File: config.mk
export PLATFORM = sky130hd
export DESIGN_NAME = rnd_word_m
export DESIGN_NICKNAME = d
export VERILOG_FILES = /design/src/rtl/rndgen_pkg.sv /design/src/rtl/rnd_fifo_m.sv /design/src/rtl/rnd_word_m.sv
export SDC_FILE = /design/constraint.sdc
export NUM_CORES = 1
export LEC_CHECK = 0
export ABC_CLOCK_PERIOD_IN_PS = 1900
export CAP_MARGIN = 25
export CORE_ASPECT_RATIO = 2
export CORE_MARGIN = 8
export CORE_UTILIZATION = 48
export CTS_BUF_LIST = sky130_fd_sc_hd__clkbuf_16
export CTS_CLUSTER_DIAMETER = 80
export DETAILED_ROUTE_END_ITERATION = 8
export PLACE_DENSITY = 0.75
export SYNTH_ARGS = -nofsm -noshare
export SYNTH_HDL_FRONTEND = slang
export SYNTH_HIERARCHICAL = 1
export SYNTH_SLANG_ARGS = --single-unit
export TNS_END_PERCENT = 50
File: constraint.sdc
create_clock -name clk -period 1.9 [get_ports clk]
set_input_delay 0.285 -clock clk [delete_from_list [all_inputs] [get_ports clk]]
set_output_delay 0.285 -clock clk [all_outputs]
set_load 0.03 [all_outputs]
File: src/rtl/rndgen_pkg.sv
// Shared constants and types for the random-number generator family.
// rnd_m uses the LFSR parameter sets; rnd_word_m uses the word/VN entries.
package rndgen_pkg;

  // LFSR parameter sets used by rnd_m.
  localparam int unsigned RND_LFSR_W16   = 16;
  localparam logic [15:0] RND_TAPS_W16   = 16'hB400;
  localparam int unsigned RND_LFSR_W32   = 32;
  localparam logic [31:0] RND_TAPS_W32   = 32'h8020_0003;

  // Default payload width of a packed random word.
  localparam int unsigned RND_WORD_W_DEF = 8;

  // Von Neumann corrector state: waiting for first or second bit of a pair.
  typedef enum logic {
    VN_IDLE = 1'b0,
    VN_HALF = 1'b1
  } vn_state_e;

endpackage : rndgen_pkg

File: src/rtl/rnd_fifo_m.sv
// Small synchronous FIFO holding packed random words.
// Ports:
//   clk, rst_n         clock, async active-low reset
//   push, data_in      write request and data; ignored when full unless popping
//   full               cnt == DEPTH
//   pop, data_out      read request and head entry; ignored when empty
//   empty              cnt == 0
//   cnt                entries currently stored
module rnd_fifo_m #(
  parameter int unsigned WIDTH = 8,
  parameter int unsigned DEPTH = 2
) (
  input  logic                       clk,
  input  logic                       rst_n,
  input  logic                       push,
  input  logic [WIDTH-1:0]           data_in,
  output logic                       full,
  input  logic                       pop,
  output logic [WIDTH-1:0]           data_out,
  output logic                       empty,
  output logic [$clog2(DEPTH+1)-1:0] cnt
);

  localparam int unsigned PW   = $clog2(DEPTH);
  localparam int unsigned CNTW = $clog2(DEPTH+1);

  logic [WIDTH-1:0] mem_q [DEPTH];
  logic [PW-1:0]    wr_q, wr_d;
  logic [PW-1:0]    rd_q, rd_d;
  logic [CNTW-1:0]  cnt_q, cnt_d;
  logic             do_push_c;
  logic             do_pop_c;

  assign full     = (cnt_q == CNTW'(DEPTH));
  assign empty    = (cnt_q == '0);
  assign cnt      = cnt_q;
  assign data_out = mem_q[rd_q];

  // A push into a full FIFO is accepted only when the head leaves this cycle.
  always_comb begin
    do_pop_c  = pop & ~empty;
    do_push_c = push & (~full | do_pop_c);
    wr_d      = wr_q;
    rd_d      = rd_q;
    cnt_d     = cnt_q;
    if (do_push_c) wr_d = wr_q + PW'(1);
    if (do_pop_c)  rd_d = rd_q + PW'(1);
    case ({do_push_c, do_pop_c})
      2'b10:   cnt_d = cnt_q + CNTW'(1);
      2'b01:   cnt_d = cnt_q - CNTW'(1);
      default: cnt_d = cnt_q;
    endcase
  end

  // Pointers, occupancy and storage.
  always_ff @(posedge clk or negedge rst_n) begin
    if (!rst_n) begin
      wr_q  <= '0;
      rd_q  <= '0;
      cnt_q <= '0;
      for (int i = 0; i < int'(DEPTH); i++) mem_q[i] <= '0;
    end else begin
      wr_q  <= wr_d;
      rd_q  <= rd_d;
      cnt_q <= cnt_d;
      if (do_push_c) mem_q[wr_q] <= data_in;
    end
  end

endmodule : rnd_fifo_m

File: src/rtl/rnd_word_m.sv
// Packs the serial random bit stream into WIDTH-bit words, optionally
// debiased by a von Neumann corrector, and offers them on valid/ready.
// Ports:
//   clk, rst_n          clock, async active-low reset
//   bit_in, bit_vld     serial random bit and its qualifier
//   flush               discard partial word and pending VN bit
//   word_out, word_vld  head-of-FIFO word and valid
//   word_rdy            consumer accept
//   fifo_cnt            words buffered
//   drop_cnt            words lost to a full FIFO (saturating)
module rnd_word_m
  import rndgen_pkg::*;
#(
  parameter int unsigned WIDTH  = RND_WORD_W_DEF,
  parameter int unsigned DEPTH  = 2,
  parameter bit          VN_EN  = 1'b0,
  parameter int unsigned DROP_W = 16
) (
  input  logic                       clk,
  input  logic                       rst_n,
  input  logic                       bit_in,
  input  logic                       bit_vld,
  input  logic                       flush,
  output logic [WIDTH-1:0]           word_out,
  output logic                       word_vld,
  input  logic                       word_rdy,
  output logic [$clog2(DEPTH+1)-1:0] fifo_cnt,
  output logic [DROP_W-1:0]          drop_cnt
);

  localparam int unsigned CW   = $clog2(WIDTH);
  localparam int unsigned CNTW = $clog2(DEPTH+1);

  vn_state_e         vn_q, vn_d;
  logic              vn_bit_q, vn_bit_d;
  logic [WIDTH-2:0]  shreg_q, shreg_d;
  logic [CW-1:0]     bcnt_q, bcnt_d;
  logic [DROP_W-1:0] drop_q, drop_d;

  logic              pay_vld_c;
  logic              pay_bit_c;
  logic [WIDTH-1:0]  word_c;
  logic              push_c;
  logic              pop_c;
  logic              full_c;
  logic              empty_c;
  logic [CNTW-1:0]   cnt_c;

  // State registers for the VN corrector, packer and drop counter.
  always_ff @(posedge clk or negedge rst_n) begin
    if (!rst_n) begin
      vn_q     <= VN_IDLE;
      vn_bit_q <= 1'b0;
      shreg_q  <= '0;
      bcnt_q   <= '0;
      drop_q   <= '0;
    end else begin
      vn_q     <= vn_d;
      vn_bit_q <= vn_bit_d;
      shreg_q  <= shreg_d;
      bcnt_q   <= bcnt_d;
      drop_q   <= drop_d;
    end
  end

  // Payload bit source: raw bits, or VN pairs where 1,0 -> 1 and 0,1 -> 0.
  always_comb begin
    vn_d      = vn_q;
    vn_bit_d  = vn_bit_q;
    pay_vld_c = 1'b0;
    pay_bit_c = 1'b0;
    if (flush) begin
      vn_d = VN_IDLE;
    end else if (bit_vld) begin
      if (!VN_EN) begin
        pay_vld_c = 1'b1;
        pay_bit_c = bit_in;
      end else begin
        case (vn_q)
          VN_IDLE: begin
            vn_d     = VN_HALF;
            vn_bit_d = bit_in;
          end
          VN_HALF: begin
            vn_d = VN_IDLE;
            if (vn_bit_q != bit_in) begin
              pay_vld_c = 1'b1;
              pay_bit_c = vn_bit_q;
            end
          end
          default: vn_d = VN_IDLE;
        endcase
      end
    end
  end

  // MSB-first packer; the completing bit is pushed in the same cycle.
  always_comb begin
    shreg_d = shreg_q;
    bcnt_d  = bcnt_q;
    push_c  = 1'b0;
    word_c  = {shreg_q, pay_bit_c};
    if (flush) begin
      bcnt_d = '0;
    end else if (pay_vld_c) begin
      shreg_d = word_c[WIDTH-2:0];
      if (bcnt_q == CW'(WIDTH - 1)) begin
        push_c = 1'b1;
        bcnt_d = '0;
      end else begin
        bcnt_d = bcnt_q + CW'(1);
      end
    end
  end

  // A completed word is dropped only if the FIFO is full and nothing leaves.
  always_comb begin
    pop_c  = word_rdy & ~empty_c;
    drop_d = drop_q;
    if (push_c && full_c && !pop_c && (drop_q != {DROP_W{1'b1}}))
      drop_d = drop_q + DROP_W'(1);
  end

  rnd_fifo_m #(
    .WIDTH (WIDTH),
    .DEPTH (DEPTH)
  ) u_fifo (
    .clk      (clk),
    .rst_n    (rst_n),
    .push     (push_c),
    .data_in  (word_c),
    .full     (full_c),
    .pop      (word_rdy),
    .data_out (word_out),
    .empty    (empty_c),
    .cnt      (cnt_c)
  );

  assign word_vld = ~empty_c;
  assign fifo_cnt = cnt_c;
  assign drop_cnt = drop_q;

endmodule : rnd_word_m

# Word level (Yosys, flattened, before mapping)
# Index checks and enable logic that the tools add are counted.
# W data, S select, Z words.
# word_totals
reg_bits	46
input_bits	6
output_inout_bits	27
word_cells	56
# op_classes
n_addsub	6
magnitude_cmp	3
eq_ne	5
muxes	17
bitwise	8
n_reduce_logical	9
# op_table
op	count
$mux W8	4
$add A16 B1 Y16 const B	1
$bwmux W16	1
$ne A16 B16 Y1 const B	1
$mux W3	3
$demux W8 S1	1
$mux W1	7
$eq A2 B2 Y1 const B	2
$ge A2 B2 Y1 const B	2
$logic_and A1 B1 Y1	4
$not A1 Y2	2
$pmux W2 S2	1
$reduce_bool A2 Y1	2
$add A3 B1 Y3 const B	1
$eq A3 B3 Y1 const B	1
$not A1 Y1	3
$add A1 B1 Y1 const B	2
$add A2 B1 Y2 const B	1
$and A1 B1 Y1	2
$eq A2 B1 Y1 const B	1
$logic_not A2 Y1	1
$lt A2 B1 Y1 const B	1
$reduce_and A2 Y1	1
$sub A2 B1 Y2 const B	1
2 further kinds	2

# Logic depth before layout (Yosys ltp)
# logic_depth
word_depth	7
mapped_depth	7
ltp_nobuf	6

# Hierarchy
# Netlist, hierarchy kept.
# by_module_without_submodules
module	n_inst	cells_each	area_each_um2
rnd_word_m	1	106	1255.0
rnd_fifo_m	1	68	929.6

# Least setup slack after synthesis
# OpenSTA, ideal clock, no wires.
# synth_timing
kind	input -> register
start	input bit_vld
end	register u_fifo/mem_q[10] in the netlist's numbering
setup_ns	0.125
t_arrival_ns	1.866
required_time_ns	1.775
setup_slack_ns	-0.091
path_stages	7
path_buffers	2
path_cell_list	clkbuf_2 > nor2b_1 > clkbuf_1 > and2_1 > inv_2 > nor3_4 > mux2_2
# synth_between
elab_chain_cells	5
# synth_rtl
item	line_no	rtl
start: declaration	rnd_word_m.sv:22	input logic bit_vld,
$mux W1	rnd_word_m.sv:74	end else if (bit_vld) begin
$mux W1	rnd_word_m.sv:72	if (flush) begin
$mux W1	rnd_word_m.sv:105	end else if (pay_vld_c) begin
$mux W1	rnd_word_m.sv:103	if (flush) begin
named net push_c	rnd_word_m.sv:43	logic push_c;
$and A1 B1 Y1	rnd_fifo_m.sv:42	do_push_c = push & (~full | do_pop_c);
end signal: indexed assignment	rnd_fifo_m.sv:66	if (do_push_c) mem_q[wr_q] <= data_in;
end: declaration	rnd_fifo_m.sv:27	logic [WIDTH-1:0] mem_q [DEPTH];
# The timed path passes the listed nets, and every way through them passes these cells.
# A chain may end at the register's enable or synchronous reset.

# Final worst setup path
# layout_timing
start	register u_fifo.cnt_q[0] (netlist: u_fifo/cnt[0])
end	output fifo_cnt[0]
# layout_lines
item	line_no	rtl
start: declaration	rnd_fifo_m.sv:30	logic [CNTW-1:0] cnt_q, cnt_d;
start signal: assignment	rnd_fifo_m.sv:65	cnt_q <= cnt_d;
end: declaration	rnd_word_m.sv:27	output logic [$clog2(DEPTH+1)-1:0] fifo_cnt,
# No word-level cell between the ends.

==> flow_metrics.py <==
metrics = {
    "status": {
        "outcome": "completed",
    },
    "floorplanning": {
        "die_height_um": 111,
        "die_w_um": 63.7,
        "rows": 35,
        "design.core.area_um2": 4510,
        "io_pins": 33,
        "initial_core_util_pct": 48.4,
        "dieArea_um2": 7100,
    },
    "layout": {
        "area_delta_synth_final_pct": 30.1,
        "stdcell_count": 276,
        "drive_above_1_share_pct": 29.9,
        "diodes": 0,
        "design_area_um2": 2840,
        "fin_nets": 229,
    },
    "worst_setup_path": {
        "cp.required_ns": 1.62,
        "slowest_stage": "clkdlybuf4s50_1",
        "reg2regPathDepth": 6,
        "path_buf_inv": 1,
        "path_max_fanout": 9,
        "crit_chain": "clkdlybuf4s50_1",
        "critical_path_class": "reg -> out",
        "crit_family": "buffers and inverters",
        "critPathMaxStageDelay_ns": 0.74,
        "start_kind": "register",
        "end_kind": "output pin",
        "cp.depth": 1,
        "arrival_ns": 1.55,
    },
    "pwr": {
        "ir_drop_v": 0.000597,
        "p_int_w": 0.00174,
        "comb_power_share_pct": 6.0,
        "pwr-share-seq_pct": 50.1,
        "power.switching_w": 0.000467,
        "p_clk_share_pct": 43.9,
        "design_power_total_w": 0.00221,
        "power_density_nw_per_um2": 776,
        "p_sw_share_pct": 21.2,
        "total_leakage_power_nw": 1.42,
    },
    "yosys": {
        "syn_area_um2": 2180,
        "synth.most_common_cell": "dfrtp_1",
        "yosysTopAreaCellShare_pct": 52.7,
        "ys_types": 39,
        "ys.flop_type": "dfrtp_1",
        "synth_nets": 183,
        "async_flop_share_pct": 100,
        "synth_cells": 174,
        "synth_edf_count": 0,
        "synthTopCellsByCount": "46 x dfrtp_1, 31 x mux2_2, 16 x xor2_1, 9 x nor3_1, 8 x nor2_1",
        "synth_seq_cells": 46,
        "ys_seq_area_share_pct": 52.7,
        "ys_top_cells_by_area": "dfrtp_1 53%, mux2_2 16%, xor2_1 6.4%",
        "synth_largest_area_cell": "dfrtp_1",
        "yosysWarnings": 6,
        "syn_avg_cell_area_um2": 12.6,
    },
    "place": {
        "io_buffers": 32,
        "dp_cells": 267,
        "place.gp.congestion": 0.782,
        "dpl_cell_area_um2": 2650,
        "pre_cts_ws_ns": -0.0843,
        "place_hpwl_um": 2960,
    },
    "timing": {
        "slew_headroom_pct": 70.8,
        "finalCriticalPeriod_ns": 1.84,
        "setup_ws_ns": 0.0601,
        "timing.final.crit_share_pct": 96.8,
        "finalMaxSlewViolations": 0,
        "tightest_slew_ns": 0.435,
        "fin_skew_ns": 0.00338,
        "rsz0062_at_grt": "no",
        "fmax_ghz": 0.543,
        "hold_viol": 0,
        "setup_viol": 0,
        "tns_ns": 0,
    },
    "routing": {
        "wire_per_inst_um": 15.5,
        "drc": 0,
        "drt_first_pass_iters": 4,
        "ant_nets": 0,
        "drtIter0Drc": 30,
        "vias": 1490,
        "via_per_inst": 5.40,
        "totalWireLength_um": 4290,
    },
    "global_route": {
        "grt_pass1_wl_um": 7480,
        "grt_usage_pct": 12.7,
        "antenna_found_initial": 0,
        "grt.overflow.total": 0,
        "grt_max_degree": 47,
        "grt_pass1_vias": 1575,
    },
    "clocking": {
        "cts-root-buf": "clkbuf_16",
        "cts.sinks": 46,
        "numCtsBuffers": 5,
        "post_cts_buffers": 0,
        "insertion_delay_ns": 0.28,
        "clkTransAtPathRegs_ns": 0.06,
        "cts-htree-levels": 2,
        "cts_tree": "built",
        "clockBufferDepth": 2,
    },
    "run": {
        "drv_cap": 0,
    },
    "min_path": {
        "hp-class": "in -> async",
    },
}
power by group through the flow:
stage,Clock [W],Combinational [W],Sequential (W)
floorplan,0,0.0000876,0.00110
global placement,0,0.000129,0.00112
detailed placement,0,0.000136,0.00112
CTS,0.000984,0.000137,0.00110
global route,0.00102,0.000146,0.00112
finish,0.000968,0.000133,0.00110
flip-flops by register name, summed over array words and instances (netlist names):
register / count
shreg_q: 7
drop_cnt: 16
u_fifo/wr_q: 1
u_fifo/cnt: 2
u_fifo/mem_q: 16
bcnt_q: 3
u_fifo/rd_q: 1
placed cells by master (no fill, tap or decap), types with 2 or more instances in the layout:
master,n
xor2_1,16
and2_1,2
dfrtp_1,45
nor2_1,8
a21oi_1,2
nand2b_1,2
nor3_1,8
nand4_2,2
nor4_2,2
clkinv_2,2
nand3_1,7
nand2_1,6
inv_1,2
mux2_2,31
nand4_1,3
nor4_1,3
dlygate4sd2_1,9
clkbuf_16,5
o21ai_0,2
ha_1,3
buf_4,9
mux2i_1,3
buf_12,2
clkdlybuf4s50_1,22
per-layer routing:
layer | share of wire [%] | global-route usage, % | vias up
met5 | 0 | 0 | -
met4 | 1.9 | 5.25 | 0
met3 | 5.7 | 3.82 | 7
met2 | 48 | 19.8 | 41
met1 | 45 | 15.8 | 731
li1 | - | - | 711
layout make-up:
cell class	instances	area [um2]
clock inverters	3	40.0
inverters	3	11.3
repair buffers	44	422
flip-flops and latches	46	1150
fillers	365	1670
well taps	55	68.8
multi-input cells	120	1020
clock buffers	5	125
timing repair:
action | 4_1_cts | 5_1_grt
endpoints found under the setup margin | 9 | 3
pin swaps | 0 | 0
endpoints found under the hold margin | 46 | 0
hold buffers | 1 | 0
resized for setup | 10 | 4
path summary, 6_finish.rpt:
path | start | to | slack [ns]
min | rst_n | shreg_q[6] | 0.50
max | u_fifo/cnt[0] | fifo_cnt[0] | 0.06
min reg2reg | u_fifo/mem_q[8] | u_fifo/mem_q[8] | 0.51
min in group clk | u_fifo/mem_q[8] | u_fifo/mem_q[8] | 0.51
max in group asynchronous | rst_n | u_fifo/rd_q | 1.17
max reg2reg | bcnt_q[0] | drop_cnt[1] | 0.10
cells by family after synthesis:
group	synth area share (%)
and+or+nand+nor	16.7
DFF	52.7
muxes	18.0
xor gates and xnor gates	6.82
AOI/OAI and AO/OA	2.46
buffers and inverters	1.55
adders and majority gates	1.72
metrics by stage:
| step | util [%] | hold WS [ns] |
|---|---|---|
| after floorplan | - | -0.0106 |
| after global placement | 58.8 | 0.284 |
| after detailed placement | 58.8 | 0.288 |
| after CTS | 62.5 | 0.509 |
| after global routing | 63.0 | 0.531 |
| final | 63.0 | 0.503 |
Power figures use the tool's default switching activity.
